--- src/rtl/scan_pkg.sv ---
// Shared types and constants for the 8x8 LED row scanner.
// Holds the scan FSM state encoding and the display geometry.
package scan_pkg;

  localparam int ROWS = 8;
  localparam int COLS = 8;

  typedef enum logic [1:0] {
    IDLE,
    BLANK,
    DRIVE
  } scan_state_e;

  function automatic int max_int(input int a, input int b);
    return (a > b) ? a : b;
  endfunction

endpackage

--- src/rtl/decoder_3_to_8.sv ---
// Gated 3-to-8 one-hot decoder for the LED row drivers.
// Output is all zeros whenever en is low.
module decoder_3_to_8 (
  input  logic       en,
  input  logic [2:0] sel,
  output logic [7:0] dec
);

  // one-hot select, forced dark when disabled
  always_comb begin
    dec = '0;
    if (en) dec[sel] = 1'b1;
  end

endmodule

--- src/rtl/row_scan_controller.sv ---
// Time-multiplexed row scanner for the 8x8 LED display.
// Blanks between rows and swaps frames only at frame boundaries.
module row_scan_controller
  import scan_pkg::*;
#(
  parameter int ROW_TICKS   = 1000,
  parameter int BLANK_TICKS = 16
) (
  input  logic                 clk,
  input  logic                 rst,
  input  logic                 ena,
  input  logic                 update,
  input  logic [ROWS*COLS-1:0] cells,
  output logic [ROWS-1:0]      rows,
  output logic [COLS-1:0]      cols,
  output logic [2:0]           row_index,
  output logic                 frame_done
);

  localparam int CW =
    $clog2(max_int(ROW_TICKS, BLANK_TICKS) + 1);
  localparam logic [CW-1:0] ROW_LAST =
    CW'(ROW_TICKS - 1);
  localparam logic [CW-1:0] BLANK_LAST =
    CW'(BLANK_TICKS - 1);

  scan_state_e          state_q, state_d;
  logic [2:0]           row_q, row_d;
  logic [CW-1:0]        cnt_q, cnt_d;
  logic [ROWS*COLS-1:0] active_q, active_d;
  logic [ROWS*COLS-1:0] pending_q, pending_d;
  logic                 pend_v_q, pend_v_d;
  logic                 done_q, done_d;
  logic                 boundary;

  // scan sequencing: IDLE -> BLANK -> DRIVE -> BLANK ...
  always_comb begin
    state_d  = state_q;
    row_d    = row_q;
    cnt_d    = cnt_q;
    done_d   = 1'b0;
    boundary = 1'b0;
    if (!ena) begin
      state_d = IDLE;
      row_d   = '0;
      cnt_d   = '0;
    end else begin
      unique case (state_q)
        IDLE: begin
          state_d = BLANK;
          row_d   = '0;
          cnt_d   = '0;
        end
        BLANK: begin
          if (cnt_q == BLANK_LAST) begin
            state_d = DRIVE;
            cnt_d   = '0;
          end else begin
            cnt_d = cnt_q + 1'b1;
          end
        end
        DRIVE: begin
          if (cnt_q == ROW_LAST) begin
            state_d  = BLANK;
            cnt_d    = '0;
            row_d    = row_q + 1'b1;
            done_d   = (row_q == 3'd7);
            boundary = (row_q == 3'd7);
          end else begin
            cnt_d = cnt_q + 1'b1;
          end
        end
        default: begin
          state_d = IDLE;
          row_d   = '0;
          cnt_d   = '0;
        end
      endcase
    end
  end

  // frame buffering: direct load when idle, swap only at boundary
  always_comb begin
    active_d  = active_q;
    pending_d = pending_q;
    pend_v_d  = pend_v_q;
    if (state_q == IDLE) begin
      if (update) begin
        active_d = cells;
        pend_v_d = 1'b0;
      end
    end else if (boundary) begin
      if (update) begin
        active_d = cells;
        pend_v_d = 1'b0;
      end else if (pend_v_q) begin
        active_d = pending_q;
        pend_v_d = 1'b0;
      end
    end else if (update) begin
      pending_d = cells;
      pend_v_d  = 1'b1;
    end
  end

  // state registers with synchronous reset
  always_ff @(posedge clk) begin
    if (rst) begin
      state_q   <= IDLE;
      row_q     <= '0;
      cnt_q     <= '0;
      active_q  <= '0;
      pending_q <= '0;
      pend_v_q  <= 1'b0;
      done_q    <= 1'b0;
    end else begin
      state_q   <= state_d;
      row_q     <= row_d;
      cnt_q     <= cnt_d;
      active_q  <= active_d;
      pending_q <= pending_d;
      pend_v_q  <= pend_v_d;
      done_q    <= done_d;
    end
  end

  decoder_3_to_8 u_row_dec (
    .en  (state_q == DRIVE),
    .sel (row_q),
    .dec (rows)
  );

  // column data for the driven row, dark otherwise
  always_comb begin
    cols = '0;
    if (state_q == DRIVE) cols = active_q[row_q*COLS +: COLS];
  end

  assign row_index  = row_q;
  assign frame_done = done_q;

endmodule

--- config.mk ---
export PLATFORM = sky130hd
export DESIGN_NAME = row_scan_controller
export DESIGN_NICKNAME = d
export VERILOG_FILES = /design/src/rtl/scan_pkg.sv /design/src/rtl/decoder_3_to_8.sv /design/src/rtl/row_scan_controller.sv
export SDC_FILE = /design/constraint.sdc
export NUM_CORES = 1
export LEC_CHECK = 0
export BUFFER_PORTS_ARGS = -buffer_cell sky130_fd_sc_hd__buf_2
export CAP_MARGIN = 25
export CELL_PAD_IN_SITES_DETAIL_PLACEMENT = 0
export CELL_PAD_IN_SITES_GLOBAL_PLACEMENT = 1
export CORE_MARGIN = 8
export CORE_UTILIZATION = 41
export DETAILED_ROUTE_END_ITERATION = 10
export PLACE_DENSITY_LB_ADDON = 0.12
export SETUP_SLACK_MARGIN = 0.4
export SLEW_MARGIN = 10
export SYNTH_ARGS = -nofsm -noshare
export SYNTH_HDL_FRONTEND = slang
export SYNTH_HIERARCHICAL = 1
export SYNTH_SLANG_ARGS = --single-unit
--- constraint.sdc ---
create_clock -name clk -period 1.84 [get_ports clk]
set_clock_uncertainty 0.05 [all_clocks]
set_input_delay 0.276 -clock clk [delete_from_list [all_inputs] [get_ports clk]]
set_output_delay 0.276 -clock clk [all_outputs]
set_load 0.02 [all_outputs]
After elaboration in Yosys (flattened, before gate mapping)

Index checks and enable logic that the tools add are counted.

Register bits: 145
Word-level logic and storage cells: 59

Add/subtract/negate cells: 2
Order comparisons: 2
Equal/unequal tests: 9
Shifts and indexed selects: 1
Multiplexer cells: 24
Bitwise operators: 4
Reduce and logical (&&, ||, !) cells: 10

Operators with widths:

| operator                                                          | count |
|---|---|
| 2-to-1 mux 64 bit                                                 | 5 |
| indexed part select 64 x 7 -> 8 bit                               | 1 |
| 2-to-1 mux 10 bit                                                 | 2 |
| case mux 10 bit (2 select lines)                                  | 1 |
| 2-to-1 mux 8 bit                                                  | 2 |
| adder 10 x 1 -> 10 bit, second input constant                     | 1 |
| == test 10 bit, second input constant                             | 1 |
| == test 10 x 4 -> 1 bit, second input constant                    | 1 |
| 2-to-1 mux 1 bit                                                  | 8 |
| inequality test 2 bit, second input constant                      | 3 |
| case mux 2 bit (3 select lines)                                   | 1 |
| case mux 3 bit (2 select lines)                                   | 1 |
| AND reduction 2 bit                                               | 3 |
| AND reduction 3 bit                                               | 2 |
| < comparator 3 x 4 -> 1 bit, second input constant                | 1 |
| 2-to-1 mux 2 bit                                                  | 2 |
| inverter 1 bit                                                    | 4 |
| nonzero test 2 bit                                                | 2 |
| adder 3 x 1 -> 3 bit, second input constant                       | 1 |
| demux 1 bit (select 3 bit)                                        | 1 |
| == test 3 bit, second input constant                              | 1 |
| greater-or-equal comparator 3 x 1 -> 1 bit, second input constant | 1 |
| 2-to-1 mux 3 bit                                                  | 1 |
| inequality test 3 bit, second input constant                      | 1 |
| 5 further kinds                                                   | 5 |

Depth between registers and ports, before layout

Gate-level depths: netlist of run 1.

Depth in word-level cells: 6
Depth in mapped cells: 9
Mapped depth without buffers: 6

By module

Netlist of run 1, hierarchy kept.

By module, submodules not included:

| module              | times used | cells an instance | area each (µm²) |
|---|---|---|---|
| row_scan_controller | 1          | 981               | 8,286.7 |
| decoder_3_to_8      | 1          | 8                 | 95.1 |

Worst setup path before layout of run 1

OpenSTA, ideal clock, no wires.

Kind: register -> output
Start: register row_q[0] (netlist: row_index[0])
End: output cols[0]
Arrival: 1.932 ns
Data required time: 1.514 ns
Setup slack: -0.418 ns
Stages on the path, launching flop included: 6
Path buffers: 2
Path through: dfxtp_1 -> buf_2 -> buf_2 -> mux4_2 -> mux2i_1 -> nor2_1

Word-level cells in the longest chain between the ends: 2

Ends and longest elaborated chain:

| element                             | RTL line                   | text |
|---|---|---|
| start: declaration                  | row_scan_controller.sv:28  | `logic [2:0] row_q, row_d;` |
| start signal: assignment            | row_scan_controller.sv:118 | `row_q <= row_d;` |
| indexed part select 64 x 7 -> 8 bit | row_scan_controller.sv:136 | `if (state_q == DRIVE) cols = active_q[row_q*COLS +: COLS];` |
| 2-to-1 mux 8 bit                    | row_scan_controller.sv:136 |  |
| end: declaration                    | row_scan_controller.sv:15  | `output logic [COLS-1:0] cols,` |

Every way passes these cells.

Worst setup path in the final report of run 1

Start: register row_q[0] (netlist: row_index[0])
End: output cols[6]

Same word-level chain as after synthesis.

==> impl_metrics.json, run 1 <==
{
  "fin_crit_ns": 2.252,
  "first_global_vias": 7854,
  "path_max_fanout": 8,
  "clkTransAtPathRegs_ns": 0.07,
  "drc": 0,
  "synth_area_sq_mm": 0.008382,
  "min_period_over_period_pct": 122.4,
  "reg2reg_to": "pending_q[23]$_SDFFE_PP0P_",
  "finalCoreUtilization_pct": 59.45,
  "numCtsBuffers": 17,
  "synth_async_sr_flop_share_pct": 0,
  "place_hpwl_mm": 15.69,
  "slew_headroom_pct": 60.21,
  "power_density_mw_per_mm2": 731.3,
  "fp.dieH_microns": 159.0,
  "layout-drive-gt1-share_pct": 33.54,
  "switchingPower_mw": 2.299,
  "finalMaxSlewViolations": 0,
  "drt-initial-drc-count": 393,
  "antennaDiodeCount": 0,
  "rsz0062_at_grt": "true",
  "endpoint": "cols[6]",
  "routedWlPerCell_microns": 20.30,
  "ant_nets": 0,
  "fp.dieW_microns": 159.0,
  "cts_root_buffer": "clkbuf_16",
  "fp.coreArea_sq_mm": 0.02017,
  "path_class": "reg2out",
  "worstMarginPinSlew_ns": 0.5956,
  "vias_per_cell": 5.537,
  "gp_congestion": 0.7993,
  "cts_tree": "done",
  "hp-class": "in2reg",
  "nNetsFinal": 1189,
  "status": "complete, but fails checks",
  "ys_top_cells_by_area": "dfxtp_1 35%, nand2b_1 14%, a211oi_1 11%",
  "startpoint_type": "flip-flop",
  "vias": 7735,
  "setup_slack_ns": -0.4121,
  "violations": "setup timing",
  "max_freq_mhz": 444.0,
  "synth_flop_cell": "dfxtp_1",
  "cts_max_level": 4,
  "cts_sinks": 145,
  "seq_area_frac_synth_pct": 34.63,
  "ff2ff_path_depth": 10,
  "max_stage_delay_ns": 0.55,
  "crit_start": "row_index[0]$_SDFFE_PP0P_",
  "finalSetupViolCount": 144,
  "syn_inst": 989,
  "die_area_sq_mm": 0.02527,
  "final_cell_mix": "193 x nand2b_1, 137 x dfxtp_1, 96 x a211oi_2",
  "final_common_cell": "nand2b_1",
  "antenna_found_initial": 0,
  "area_delta_synth_final_pct": 43.05,
  "cp.required_ns": 1.51,
  "seq_power_share_pct": 39.0,
  "hold_violations": 0,
  "synth_area_leader_cell": "dfxtp_1",
  "place_ws_ns": -0.004131,
  "drv_cap": 0,
  "yosys.area.top_type_share_pct": 34.63,
  "avgSynthCellArea_sq_um": 8.475,
  "ios": 88,
  "arrival_ns": 1.93,
  "r2r_setup_slack_ns": -0.27,
  "insertion_delay_ns": 0.43,
  "cp_slowest_cell": "mux4_2",
  "ys_ff_latch": 145,
  "initial_utilization_pct": 41.56,
  "rr_startpoint": "row_index[0]$_SDFFE_PP0P_",
  "internal-power_mw": 6.469,
  "combPwrFrac_pct": 15.0,
  "p_leak_nw": 4.501,
  "grt_usage_pct": 22.29,
  "grt_pass1_wl_mm": 44.93,
  "synth_edf_count": 0,
  "cts_buffer_depth": 2,
  "drt_wl_total_mm": 28.36,
  "io_buffers": 87,
  "grt_max_degree": 116,
  "rows": 52,
  "path_cells": "buf_12 > mux4_2 > mux2i_1 > nor2_2 > buf_6",
  "synth_cell_type_count": 46,
  "switching_share_pct": 26.22,
  "synthesis.nets": 1064,
  "fin_tns_setup_ns": -18.82,
  "power.share.clock_pct": 45.9,
  "cp-end-kind": "output port",
  "grt-ovfl-total": 0,
  "ys_warn_count": 6,
  "firstDrtPassIters": 5,
  "ir_drop_uv": 583.7,
  "nFillCells": 1758
}
-- cells in the mapped netlist, drive strengths merged, types with 2 or more instances --
cell type and n:
a211oi 128, a21oi 69, a31oi 65, and3 2, and4b 3, and4bb 3
buf 32, clkbuf 55, dfxtp 145, ha 7, inv 69, mux2i 72
mux4 16, nand2 69, nand2b 193, nand3 2, nand4 5, nor2 21
nor3 3, o21ai 5, xnor2 5, xor2 3
-- cell families after synthesis --
kind of cell / Yosys count / synth area share [%]
AOI/OAI and AO/OA: 275 / 21.60
xor gates and xnor gates: 8 / 0.8360
adders and majority gates: 7 / 1.045
buffers and inverters: 157 / 7.822
DFF: 145 / 34.63
muxes: 88 / 12.90
and+or+nand+nor: 309 / 21.17
-- worst min path at each step --
| stage | endpoint | slack [ns] | depth (start not counted) | startpoint |
|---|---|---|---|---|
| 6_report | pending_q[1]$_SDFFE_PP0P_ | 0.06 | 3 | cells[1] |
| 4_1_cts | pending_q[61]$_SDFFE_PP0P_ | 0.05 | 3 | cells[61] |
| 3_3_place_gp | cnt_q[0]$_SDFF_PP0_ | 0.38 | 1 | cnt_q[0]$_SDFF_PP0_ |
| 3_5_place_dp | cnt_q[0]$_SDFF_PP0_ | 0.39 | 1 | cnt_q[0]$_SDFF_PP0_ |
| 2_1_floorplan | cnt_q[0]$_SDFF_PP0_ | 0.37 | 1 | cnt_q[0]$_SDFF_PP0_ |
| 5_1_grt | pending_q[35]$_SDFFE_PP0P_ | 0.06 | 3 | cells[35] |
-- per-stage QoR --
step	hold slack, ns	instance area (sq um)	instances	power (mW)
after floorplan	0.3698	8656	989	4.126
after global placement	0.3789	9452	1307	4.433
after detailed placement	0.3903	9452	1307	4.440
after CTS	0.04732	11810	1389	8.776
after global routing	0.05668	11990	1397	9.068
final	0.06061	11990	1397	8.768
-- power groups by stage --
stage | Sequential, mW | Clock, mW | Combinational (mW)
after floorplan | 3.42 | 0 | 0.707
after global placement | 3.48 | 0 | 0.951
after detailed placement | 3.48 | 0 | 0.958
after CTS | 3.42 | 4.07 | 1.29
after global routing | 3.43 | 4.21 | 1.42
final | 3.42 | 4.03 | 1.32
-- worst max-delay path, delay by kind of cell, from the launching register on --
family                 cells  cell delay (ns)
DFF                        1             0.40
muxes                      2             0.75
buffers and inverters      2             0.28
and+or+nand+nor            1             0.07
-- sequential cells by signal, summed over array words and instances, names as in the netlist --
name        count
cnt_q          10
pending_q      64
frame_done      1
row_index       3
pend_v_q        1
active_q       64
state_q         2
-- final cells by class --
type | instances | area (sq um) | area share [%]
clock buffers | 19 | 432.9 | 3.611
repair buffers | 191 | 2271 | 18.94
multi-input cells | 689 | 5533 | 46.14
inverters | 70 | 262.8 | 2.191
flip-flops and latches | 145 | 2920 | 24.36
clock inverters | 13 | 232.7 | 1.941
well taps | 270 | 337.8 | 2.818
-- repair_timing --
item	in CTS	in global routing
setup endpoints to repair	164	163
pin swaps	27	12
gates resized for setup	180	24
hold buffers	0	0
setup buffers	25	8
gates cloned	25	0
endpoints found under the hold margin	0	0
-- routing by layer --
metal / global-route usage [%] / up-vias / routed length [microns]
met5: 0 / - / 0
met4: 7.075 / 0 / 667
met3: 4.576 / 43 / 1223
met2: 37.16 / 198 / 13520
met1: 28.39 / 3725 / 12950
li1: - / 3769 / -
Power figures use the tool's default switching activity.
==> run 2: changes to the inputs <==
MAX_ROUTING_LAYER = met4   (was default)
==> run 2 against run 1 <==
Effect of this change:
- the run still ends with setup timing left
- power barely moved
- sequential share of layout area about the same
- critical path depth did not move
- combinational power hardly changed
- first-iteration DRC count down 0.25%
- highest routed layer unchanged
- cell area hardly changed
==> impl_metrics.json, run 2 (synthesis gave the netlist of run 1 again) <==
{
  "path_cells": "buf_12 > mux4_2 > mux2i_1 > nor2_1 > buf_2",
  "routedWlPerCell_microns": 20.30,
  "fp.dieW_microns": 159.0,
  "drv_cap": 0,
  "vias": 7746,
  "cp.required_ns": 1.51,
  "clkTransAtPathRegs_ns": 0.07,
  "startpoint_type": "flip-flop",
  "grt_max_degree": 116,
  "power_density_mw_per_mm2": 731.3,
  "die_area_sq_mm": 0.02527,
  "grt_pass1_wl_mm": 44.95,
  "final_cell_mix": "193 x nand2b_1, 137 x dfxtp_1, 96 x a211oi_2",
  "hold_end": "pending_q[1]$_SDFFE_PP0P_",
  "final_common_cell": "nand2b_1",
  "insertion_delay_ns": 0.43,
  "cts_sinks": 145,
  "cts_root_buffer": "clkbuf_16",
  "slew_headroom_pct": 59.90,
  "p_leak_nw": 4.505,
  "layout-drive-gt1-share_pct": 33.60,
  "ir_drop_uv": 582.8,
  "place_hpwl_mm": 15.69,
  "nNetsFinal": 1190,
  "firstDrtPassIters": 4,
  "rsz0062_at_grt": "true",
  "hold_buffers": 0,
  "critPathBufInv": 2,
  "initial_utilization_pct": 41.56,
  "fin_tns_setup_ns": -18.52,
  "status": "complete, but fails checks",
  "drt_wl_total_mm": 28.38,
  "grt-ovfl-total": 0,
  "cts_tree": "done",
  "arrival_ns": 1.93,
  "hold_depth": 3,
  "hp-class": "in2reg",
  "fp.dieH_microns": 159.0,
  "ios": 88,
  "hold_violations": 0,
  "gp_congestion": 0.8108,
  "cts_buffer_depth": 2,
  "max_stage_delay_ns": 0.56,
  "grt_usage_pct": 22.95,
  "min-delay-start": "cells[1]",
  "antennaDiodeCount": 0,
  "reg_top3": "active_q: 64 flops, pending_q: 64 flops, cnt_q: 10 flops",
  "min_period_over_period_pct": 122.8,
  "path_max_fanout": 8,
  "numCtsBuffers": 17,
  "drc": 0,
  "violations": "setup timing",
  "ff2ff_path_depth": 10,
  "finalCoreUtilization_pct": 59.47,
  "cts_max_level": 4,
  "area_delta_synth_final_pct": 43.10,
  "path_class": "reg2out",
  "cp_top_family": "multiplexers",
  "reg2reg_to": "pending_q[23]$_SDFFE_PP0P_",
  "vias_per_cell": 5.541,
  "rr_startpoint": "row_index[0]$_SDFFE_PP0P_",
  "antenna_found_initial": 0,
  "cp_num_cells": 5,
  "finalSetupViolCount": 144,
  "fin_crit_ns": 2.259,
  "cp_slowest_cell": "mux4_2",
  "max_freq_mhz": 442.7,
  "cp-end-kind": "output port",
  "first_global_vias": 7854,
  "r2r_setup_slack_ns": -0.27,
  "setup_slack_ns": -0.4188,
  "ant_nets": 0,
  "fin_total_pwr_mw": 8.771,
  "worstMarginPinSlew_ns": 0.6003,
  "finalMaxSlewViolations": 0,
  "fp.coreArea_sq_mm": 0.02017,
  "rows": 52,
  "drt-initial-drc-count": 392,
  "io_buffers": 87
}
run 2: metal layers:
| metal | global-route usage, % | wire length, microns | up-vias |
|---|---|---|---|
| met2 | 37.20 | 13510 | 203 |
| met4 | 7.075 | 677 | 0 |
| met5 | - | 0 | - |
| met3 | 4.447 | 1172 | 47 |
| li1 | - | - | 3775 |
| met1 | 28.48 | 13020 | 3721 |
run 2: cell type report:
class / count / area, sq um
Clock inverter: 13 / 232.7
Inverter: 70 / 262.8
Fill cell: 1757 / 8175
Clock buffer: 19 / 432.9
Multi-Input combinational cell: 689 / 5533
Timing Repair Buffer: 192 / 2275
Tap cell: 270 / 337.8
Sequential cell: 145 / 2920
run 2: tightest hold or removal path, delay by kind of cell:
kind	cells	cell delay (ns)
buffers and inverters	1	0.10
AND/OR/NAND/NOR	1	0.06
multiplexers	1	0.06
run 2: per-stage QoR:
step | cells | setup slack, ns | hold WS (ns) | area, sq um
after floorplan | 989 | 0.04740 | 0.3698 | 8656
after global placement | 1307 | 0.002485 | 0.3789 | 9452
after detailed placement | 1307 | -0.004131 | 0.3903 | 9452
after CTS | 1389 | -0.4221 | 0.04732 | 11810
after global routing | 1398 | -0.4756 | 0.05660 | 11990
final | 1398 | -0.4188 | 0.06088 | 11990
run 2: repair_timing:
item	in CTS	in global routing
gates cloned	25	0
gates resized for setup	180	23
buffers inserted	25	9
endpoints found under the setup margin	164	164
pin swaps	27	12
run 2: report_power, final:
group	leakage (nW)	internal, mW	switching [mW]
logic	3.00	0.634	0.686
registers	1.18	3.28	0.139
clock network	0.322	2.55	1.48
run 2: worst max-delay path by stage:
stage	startpoint	slack, ns	to
finish	row_index[0]$_SDFFE_PP0P_	-0.42	cols[7]
global route	row_index[0]$_SDFFE_PP0P_	-0.48	cols[3]
CTS	row_index[0]$_SDFFE_PP0P_	-0.42	cols[7]
detailed placement	row_index[0]$_SDFFE_PP0P_	-0.004	active_q[38]$_SDFFE_PP0P_
global placement	cnt_q[1]$_SDFF_PP0_	0.002	pending_q[36]$_SDFFE_PP0P_
floorplan	row_index[0]$_SDFFE_PP0P_	0.05	cols[6]
